<file path="src/rtl/wbs_regfifo_pkg.sv">
`default_nettype none
// ============================================================================
//  Module      : wbs_regfifo_pkg
//  Description : Shared address map, cycle-type constants and decode helpers
//                for the Wishbone register file / mailbox FIFO slave.
//  Revision    : 1.0 - initial release
// ============================================================================
package wbs_regfifo_pkg;

  localparam logic [4:0] ADDR_FIFO = 5'h10;
  localparam logic [4:0] ADDR_STAT = 5'h11;
  localparam logic [4:0] ADDR_ISR  = 5'h12;
  localparam logic [4:0] ADDR_IER  = 5'h13;

  localparam logic [2:0] CTI_CLASSIC = 3'b000;
  localparam logic [2:0] CTI_CONST   = 3'b001;
  localparam logic [2:0] CTI_EOB     = 3'b111;

  typedef enum logic [2:0] {
    RGN_REG  = 3'd0,
    RGN_FIFO = 3'd1,
    RGN_STAT = 3'd2,
    RGN_ISR  = 3'd3,
    RGN_IER  = 3'd4,
    RGN_RSVD = 3'd5
  } region_e;

  // Map a word address onto the region it belongs to.
  function automatic region_e addr_region(input logic [4:0] a);
    if (!a[4]) return RGN_REG;
    case (a)
      ADDR_FIFO: return RGN_FIFO;
      ADDR_STAT: return RGN_STAT;
      ADDR_ISR:  return RGN_ISR;
      ADDR_IER:  return RGN_IER;
      default:   return RGN_RSVD;
    endcase
  endfunction

  // Replace only the byte lanes selected by sel (bit1 = upper byte).
  function automatic logic [15:0] lane_merge(input logic [15:0] old_v,
                                             input logic [15:0] new_v,
                                             input logic [1:0]  sel);
    return {sel[1] ? new_v[15:8] : old_v[15:8],
            sel[0] ? new_v[7:0]  : old_v[7:0]};
  endfunction

endpackage
`default_nettype wire

</file>
<file path="src/rtl/wbs_regfifo_fifo.sv">
`default_nettype none
// ============================================================================
//  Module      : wbs_sync_fifo
//  Description : Single-clock FIFO with occupancy count. Pushes while full and
//                pops while empty are ignored. Read data is the current head.
//  Revision    : 1.0 - initial release
// ============================================================================
module wbs_sync_fifo #(
  parameter int DEPTH = 16,
  parameter int WIDTH = 16
) (
  input  logic                     clk,
  input  logic                     rst_n,
  input  logic                     i_push,
  input  logic                     i_pop,
  input  logic [WIDTH-1:0]         i_din,
  output logic [WIDTH-1:0]         o_dout,
  output logic                     o_full,
  output logic                     o_empty,
  output logic [$clog2(DEPTH):0]   o_count
);

  localparam int AW = $clog2(DEPTH);

  logic [WIDTH-1:0] r_mem [DEPTH];
  logic [AW-1:0]    r_wr_ptr;
  logic [AW-1:0]    r_rd_ptr;
  logic [AW:0]      r_count;
  logic             w_do_push;
  logic             w_do_pop;

  assign w_do_push = i_push & ~o_full;
  assign w_do_pop  = i_pop & ~o_empty;
  assign o_full    = (r_count == (AW+1)'(DEPTH));
  assign o_empty   = (r_count == '0);
  assign o_dout    = r_mem[r_rd_ptr];
  assign o_count   = r_count;

  // Storage array; contents need no reset since count gates visibility.
  always_ff @(posedge clk) begin
    if (w_do_push) r_mem[r_wr_ptr] <= i_din;
  end

  // Pointers wrap naturally at DEPTH (power of two); count tracks occupancy.
  always_ff @(posedge clk or negedge rst_n) begin
    if (!rst_n) begin
      r_wr_ptr <= '0;
      r_rd_ptr <= '0;
      r_count  <= '0;
    end else begin
      if (w_do_push) r_wr_ptr <= r_wr_ptr + AW'(1);
      if (w_do_pop)  r_rd_ptr <= r_rd_ptr + AW'(1);
      case ({w_do_push, w_do_pop})
        2'b10:   r_count <= r_count + (AW+1)'(1);
        2'b01:   r_count <= r_count - (AW+1)'(1);
        default: r_count <= r_count;
      endcase
    end
  end

endmodule
`default_nettype wire

</file>
<file path="src/rtl/wbs_regfifo.sv">
`default_nettype none
// ============================================================================
//  Module      : wbs_regfifo
//  Description : Wishbone slave with sixteen general registers, a mailbox
//                FIFO with sticky overflow/underflow flags and, when the
//                WBS_IRQ_EN macro is defined, a maskable level interrupt.
//  Revision    : 1.0 - initial release
// ============================================================================
module wbs_regfifo
  import wbs_regfifo_pkg::*;
#(
  parameter int          FIFO_DEPTH = 16,
  parameter logic [15:0] REG_RESET  = 16'h0000
) (
  input  logic        wb_clk_i,
  input  logic        wb_rst_n_i,
  input  logic        wb_cyc_i,
  input  logic        wb_stb_i,
  input  logic        wb_we_i,
  input  logic [4:0]  wb_addr_i,
  input  logic [1:0]  wb_sel_i,
  input  logic [2:0]  wb_cti_i,
  input  logic [15:0] wb_data_i,
  output logic [15:0] wb_data_o,
  output logic        wb_ack_o,
  output logic        wb_int_o
);

  localparam int CW = $clog2(FIFO_DEPTH) + 1;

  logic          r_ack;
  logic          r_hold;
  logic [15:0]   r_data;
  logic [15:0]   r_regs [16];
  logic          r_ovf;
  logic          r_unf;
  logic          w_req;
  logic          w_ack_nxt;
  logic          w_wr;
  logic          w_rd;
  region_e       w_region;
  logic          w_push;
  logic          w_pop;
  logic          w_ovf_ev;
  logic          w_unf_ev;
  logic          w_stat_wr;
  logic [15:0]   w_fifo_dout;
  logic          w_full;
  logic          w_empty;
  logic [CW-1:0] w_count;
  logic [15:0]   w_rdata;
  logic [15:0]   w_isr_rd;
  logic [15:0]   w_ier_rd;

  // r_hold blocks a repeat ack for a single access while stb stays high; it
  // comes out of reset set so the first ack needs a strobe seen after reset.
  assign w_req     = wb_cyc_i & wb_stb_i;
  assign w_ack_nxt = w_req & ~r_hold & (~r_ack | (wb_cti_i == CTI_CONST));
  assign w_wr      = w_ack_nxt & wb_we_i;
  assign w_rd      = w_ack_nxt & ~wb_we_i;
  assign w_region  = addr_region(wb_addr_i);

  assign w_push    = w_wr & (w_region == RGN_FIFO) & ~w_full;
  assign w_ovf_ev  = w_wr & (w_region == RGN_FIFO) & w_full;
  assign w_pop     = w_rd & (w_region == RGN_FIFO) & ~w_empty;
  assign w_unf_ev  = w_rd & (w_region == RGN_FIFO) & w_empty;
  assign w_stat_wr = w_wr & (w_region == RGN_STAT) & wb_sel_i[1];

  assign wb_ack_o  = r_ack;
  assign wb_data_o = r_data;

  // Unselected byte lanes are pushed as zero.
  wbs_sync_fifo #(
    .DEPTH (FIFO_DEPTH),
    .WIDTH (16)
  ) u_fifo (
    .clk     (wb_clk_i),
    .rst_n   (wb_rst_n_i),
    .i_push  (w_push),
    .i_pop   (w_pop),
    .i_din   (lane_merge(16'h0000, wb_data_i, wb_sel_i)),
    .o_dout  (w_fifo_dout),
    .o_full  (w_full),
    .o_empty (w_empty),
    .o_count (w_count)
  );

  // Acknowledge generation plus the one-ack-per-single-access guard.
  always_ff @(posedge wb_clk_i or negedge wb_rst_n_i) begin
    if (!wb_rst_n_i) begin
      r_ack  <= 1'b0;
      r_hold <= 1'b1;
    end else begin
      r_ack <= w_ack_nxt;
      if (!w_req)
        r_hold <= 1'b0;
      else if (w_ack_nxt && (wb_cti_i != CTI_CONST))
        r_hold <= 1'b1;
    end
  end

  // Read data mux for the addressed location.
  always_comb begin
    w_rdata = 16'h0000;
    case (w_region)
      RGN_REG:  w_rdata = r_regs[wb_addr_i[3:0]];
      RGN_FIFO: w_rdata = w_empty ? 16'h0000 : w_fifo_dout;
      RGN_STAT: w_rdata = {r_unf, r_ovf, w_full, w_empty, 3'b000, 9'(w_count)};
      RGN_ISR:  w_rdata = w_isr_rd;
      RGN_IER:  w_rdata = w_ier_rd;
      default:  w_rdata = 16'h0000;
    endcase
  end

  // Read data is captured with each ack and held otherwise.
  always_ff @(posedge wb_clk_i or negedge wb_rst_n_i) begin
    if (!wb_rst_n_i)    r_data <= 16'h0000;
    else if (w_ack_nxt) r_data <= w_rdata;
  end

  // General registers with byte-lane write enables.
  always_ff @(posedge wb_clk_i or negedge wb_rst_n_i) begin
    if (!wb_rst_n_i) begin
      for (int i = 0; i < 16; i++) r_regs[i] <= REG_RESET;
    end else if (w_wr && (w_region == RGN_REG)) begin
      r_regs[wb_addr_i[3:0]] <= lane_merge(r_regs[wb_addr_i[3:0]], wb_data_i, wb_sel_i);
    end
  end

  // Sticky FIFO error flags; a new event in the clearing cycle wins.
  always_ff @(posedge wb_clk_i or negedge wb_rst_n_i) begin
    if (!wb_rst_n_i) begin
      r_ovf <= 1'b0;
      r_unf <= 1'b0;
    end else begin
      if (w_stat_wr && wb_data_i[15]) r_unf <= 1'b0;
      if (w_stat_wr && wb_data_i[14]) r_ovf <= 1'b0;
      if (w_unf_ev) r_unf <= 1'b1;
      if (w_ovf_ev) r_ovf <= 1'b1;
    end
  end

`ifdef WBS_IRQ_EN
  logic [2:0] r_isr;
  logic [2:0] r_ier;
  logic       r_int;
  logic [2:0] w_isr_clr;
  logic [2:0] w_isr_set;

  // A push while empty is exactly the rising edge of not-empty.
  assign w_isr_set = {w_unf_ev, w_ovf_ev, w_push & w_empty};
  assign w_isr_clr = (w_wr && (w_region == RGN_ISR) && wb_sel_i[0]) ? wb_data_i[2:0] : 3'b000;
  assign w_isr_rd  = {13'h0000, r_isr};
  assign w_ier_rd  = {13'h0000, r_ier};
  assign wb_int_o  = r_int;

  // Interrupt status (sticky, write-1-to-clear), enable, and registered line.
  always_ff @(posedge wb_clk_i or negedge wb_rst_n_i) begin
    if (!wb_rst_n_i) begin
      r_isr <= 3'b000;
      r_ier <= 3'b000;
      r_int <= 1'b0;
    end else begin
      r_isr <= (r_isr & ~w_isr_clr) | w_isr_set;
      if (w_wr && (w_region == RGN_IER) && wb_sel_i[0]) r_ier <= wb_data_i[2:0];
      r_int <= |(r_isr & r_ier);
    end
  end
`else
  assign w_isr_rd = 16'h0000;
  assign w_ier_rd = 16'h0000;
  assign wb_int_o = 1'b0;
`endif

endmodule
`default_nettype wire

</file>
<file path="config.mk">
export PLATFORM = sky130hd
export DESIGN_NAME = wbs_regfifo
export DESIGN_NICKNAME = d
export VERILOG_FILES = /design/src/rtl/wbs_regfifo_pkg.sv /design/src/rtl/wbs_regfifo_fifo.sv /design/src/rtl/wbs_regfifo.sv
export SDC_FILE = /design/constraint.sdc
export NUM_CORES = 1
export LEC_CHECK = 0
export CAP_MARGIN = 20
export CORE_UTILIZATION = 56
export DETAILED_ROUTE_END_ITERATION = 10
export PLACE_DENSITY = 0.76
export SETUP_SLACK_MARGIN = 0.5
export SLEW_MARGIN = 10
export SYNTH_ARGS = -nofsm -noshare
export SYNTH_HDL_FRONTEND = slang
export SYNTH_SLANG_ARGS = --single-unit
</file>
<file path="constraint.sdc">
create_clock -name wb_clk_i -period 3.4 [get_ports wb_clk_i]
set_clock_uncertainty 0.05 [all_clocks]
set_input_delay 0.68 -clock wb_clk_i [delete_from_list [all_inputs] [get_ports wb_clk_i]]
set_output_delay 0.68 -clock wb_clk_i [all_outputs]
set_load 0.02 [all_outputs]
</file>
==> results.md <==
* Setup ws final at between 500 and 600 ps
* Maxcap violations at 0
* Post-synth top area share at between 30% and 40%
* Post-synthesis register bit count at 545
* CTS H-tree depth at 2
* Hold Vio Cnt, Final at 0
* Routed Antenna Nets at 0
* Post-synth EDFFs at roughly 260
* Placed standard-cell area at 25770 um^2
* Finished Layout Cells at roughly 2400
* Largest net degree at the start of global routing at between 90 and 100
* Num Clock Sinks at 545
* RePlAce Congestion at ~0.86
* Total number of vias at 14880
* Leak at approximately 11 nW
* Worst hold path class: in -> async
* DR WL/cell at 23.85 um
* Area contributors post-synth: edfxtp_1, dfrtp_1, mux4_2
* Layout overhead on the synthesized area at 15.39%
* Chip width at 208.9 um
* Seq/Total Area, Yosys at 62.26%
* Final count of pins violating max slew at 0
* Worst VDD drop at between 0.4 and 0.5 mV
* Synth unique cells at 75
* Core Area at 42040 um^2
* Dpl cells at 2310
* Gr usage total at a little over a quarter
* Clock buffer depth at 3
* Die height at 208.9 um
* CP required at around 3900 ps
* Drt total wl at roughly 57 mm
* Number of global-route vias before repair at approximately 15000
* Multi-input gate area at 8392 um^2
* Final Instance Area at ~28000 um^2
* Initial Util at 57.00%
* Flop-to-flop setup slack at slightly above 600 ps
* Cell Rows at 75
* Crit path DAT at ~3300 ps
* DRT Pass-1 Iters at 5
* Cell taking the most area after synthesis: edfxtp_1
* Worst Hold Margin at just over 40 ps
* Antenna diodes at 0
* Place WS at -195.8 ps
* Proportion of layout cells with a drive suffix above 1 at about a quarter
* Setup crit end kind: register
* Syn Inst Count at approximately 1700
* Clock Pin Slew Worst Setup and Hold Paths at approximately 60 ps
* IO Pins at just under 50
* Final-layout fill cell count at a little under 3000
* Max FO, Critical Path at 3
* Iter 0 DRT Violations at 1309
* Element type at the critical path start: primary input
* Buffers on Ports at 47
* Register area at approximately 15000 um^2
* Clock Tree Root: clkbuf_16
* GRT overflow at 0
* Die ar. at ~44000 um^2
* Period utilization at roughly 83%
* Hold buffer count at CTS at 0
* RSZ-0062 raised after global routing: no
* Mapped Area at 23960 um^2
* Final setup violation count at 0
* Top post-synthesis cells by count: dfrtp_1, nor2_1, edfxtp_1
* Power per cell area at roughly 550 nW/um^2
* Worst Tran Pin Value at between 900 and 1000 ps
* Crit path kind: in -> reg
* Residual DRC count at 0
* Core Util, Final at around two thirds
* Post-detailed-placement half-perimeter wirelength at between 30 and 40 mm
* CTS tree: done
* Post-synthesis async set-or-reset flop share at between 50% and 60%
* Post-synth net total at 1783
* Initial antenna violation count at 0
* Syn Area/Cell at between 10 and 15 um^2
* Vias per cell at slightly above 6
* Final nets at 1868
* Yosys synthesis warning count at 0
* Worst skew pair latency at between 600 and 700 ps
* First-pass GRT wire length at 89.77 mm
* Dominant synthesized flop cell: dfrtp_1
* Maximum clock rate at 353.9 MHz
* Slew HR at 39.19%
* Cts bufs inserted at between 50 and 60
* Period minus WS final at between 2000 and 3000 ps
* Status: completed
-- logic make-up (layout without fill, tap and decap cells) --
logic type	Yosys count	in the layout	synth area share [%]
AND/OR/NAND/NOR	416	416	8.740
other	1	1	0.01565
buffers and inverters	163	292	3.576
multiplexers	164	164	12.02
flip-flops	545	545	62.26
AO/OA/AOI/OAI	433	433	12.47
XOR/XNOR	10	10	0.3655
adder cells (fa/ha/maj)	10	10	0.5534
-- power breakdown --
part / leakage [nW] / switching [mW] / internal, mW
combinational: 3.57 / 0.898 / 0.698
sequential: 6.21 / 0.259 / 7.29
clock: 0.901 / 2.51 / 3.68
-- per-stage QoR --
stage	setup TNS, ps	power (mW)
2_1_floorplan	0	8.690
3_3_place_gp	-637.6	9.180
3_5_place_dp	-7605	9.256
4_1_cts	0	15.41
5_1_grt	0	15.85
6_report	0	15.34
-- cell type report --
type	instances	area share, %
clock buffer	71	5.367
sequential	545	53.99
inverter	29	0.4118
multi-input combinational	1034	30.35
tap	539	2.439
clock inverter	28	1.371
timing repair buffer	164	6.072
-- per-layer routing --
metal / track usage [%] / wire [um]
met5: 0 / 0
met3: 3.983 / 3839
met4: 8.316 / 1272
met1: 37.59 / 23600
met2: 45.17 / 28780
-- critical path, stage by stage --
cell,delay (ps)
clkdlybuf4s50_1,460
nor4b_4,280
buf_4,200
o2111ai_2,150
nor3_4,200
ha_4,180
inv_2,50
fa_2,350
nor2b_1,130
o21ai_1,90
and3_1,180
nor3_2,170
xor2_1,170
-- cell usage in the layout (no fill, tap or decap), types with 9 or more instances in the layout --
cell             netlist  routed
dfrtp_1              288     285
nor2_1               288     283
edfxtp_1             256     256
a21oi_1              210     210
mux4_2                97      97
buf_4                 17      91
a21oi_2               71      71
mux2i_1               59      59
clkbuf_16              0      53
clkdlybuf4s50_1        0      43
a22oi_1               34      34
and2_1                29      29
buf_12                 0      27
inv_1                 27      26
nor4_4                 6      19
nand2_1               15      15
o22ai_1               14      14
a211oi_1              12      12
nor3b_1               12      11
a221o_1               11      11
nor2_4                 8       9
o21ai_1                8       9
a21o_1                 9       9
clkbuf_1              35       9
clkbuf_8               0       9
-- registers in the layout, summed over array words and instances (netlist names) --
name             cells
r_regs             256
u_fifo.r_wr_ptr      4
wb_data_o           16
r_unf                1
r_ovf                1
u_fifo.r_rd_ptr      4
r_hold               1
u_fifo.r_mem       256
u_fifo.o_count       5
wb_ack_o             1
-- final timing paths --
check	startpoint	end	cells after the start
hold reg to reg	r_regs[51]$_DFFE_PN0P_	r_regs[51]$_DFFE_PN0P_	2
max in group asynchronous	wb_rst_n_i	u_fifo.r_rd_ptr[2]$_DFFE_PN0P_	2
setup / recovery	wb_addr_i[3]	u_fifo.o_count[4]$_DFFE_PN0P_	13
hold / removal	wb_rst_n_i	r_regs[136]$_DFFE_PN0P_	1
setup reg to reg	u_fifo.r_rd_ptr[2]$_DFFE_PN0P_	wb_data_o[12]$_DFFE_PN0N_	6
min in group wb_clk_i	r_regs[51]$_DFFE_PN0P_	r_regs[51]$_DFFE_PN0P_	2
-- repair_timing --
action,in CTS,in global routing
setup endpoints to repair,2,28
gates resized for setup,1,4
setup buffers,1,0
pin swaps,1,1
Note: power is estimated with default switching activity, not from simulation.
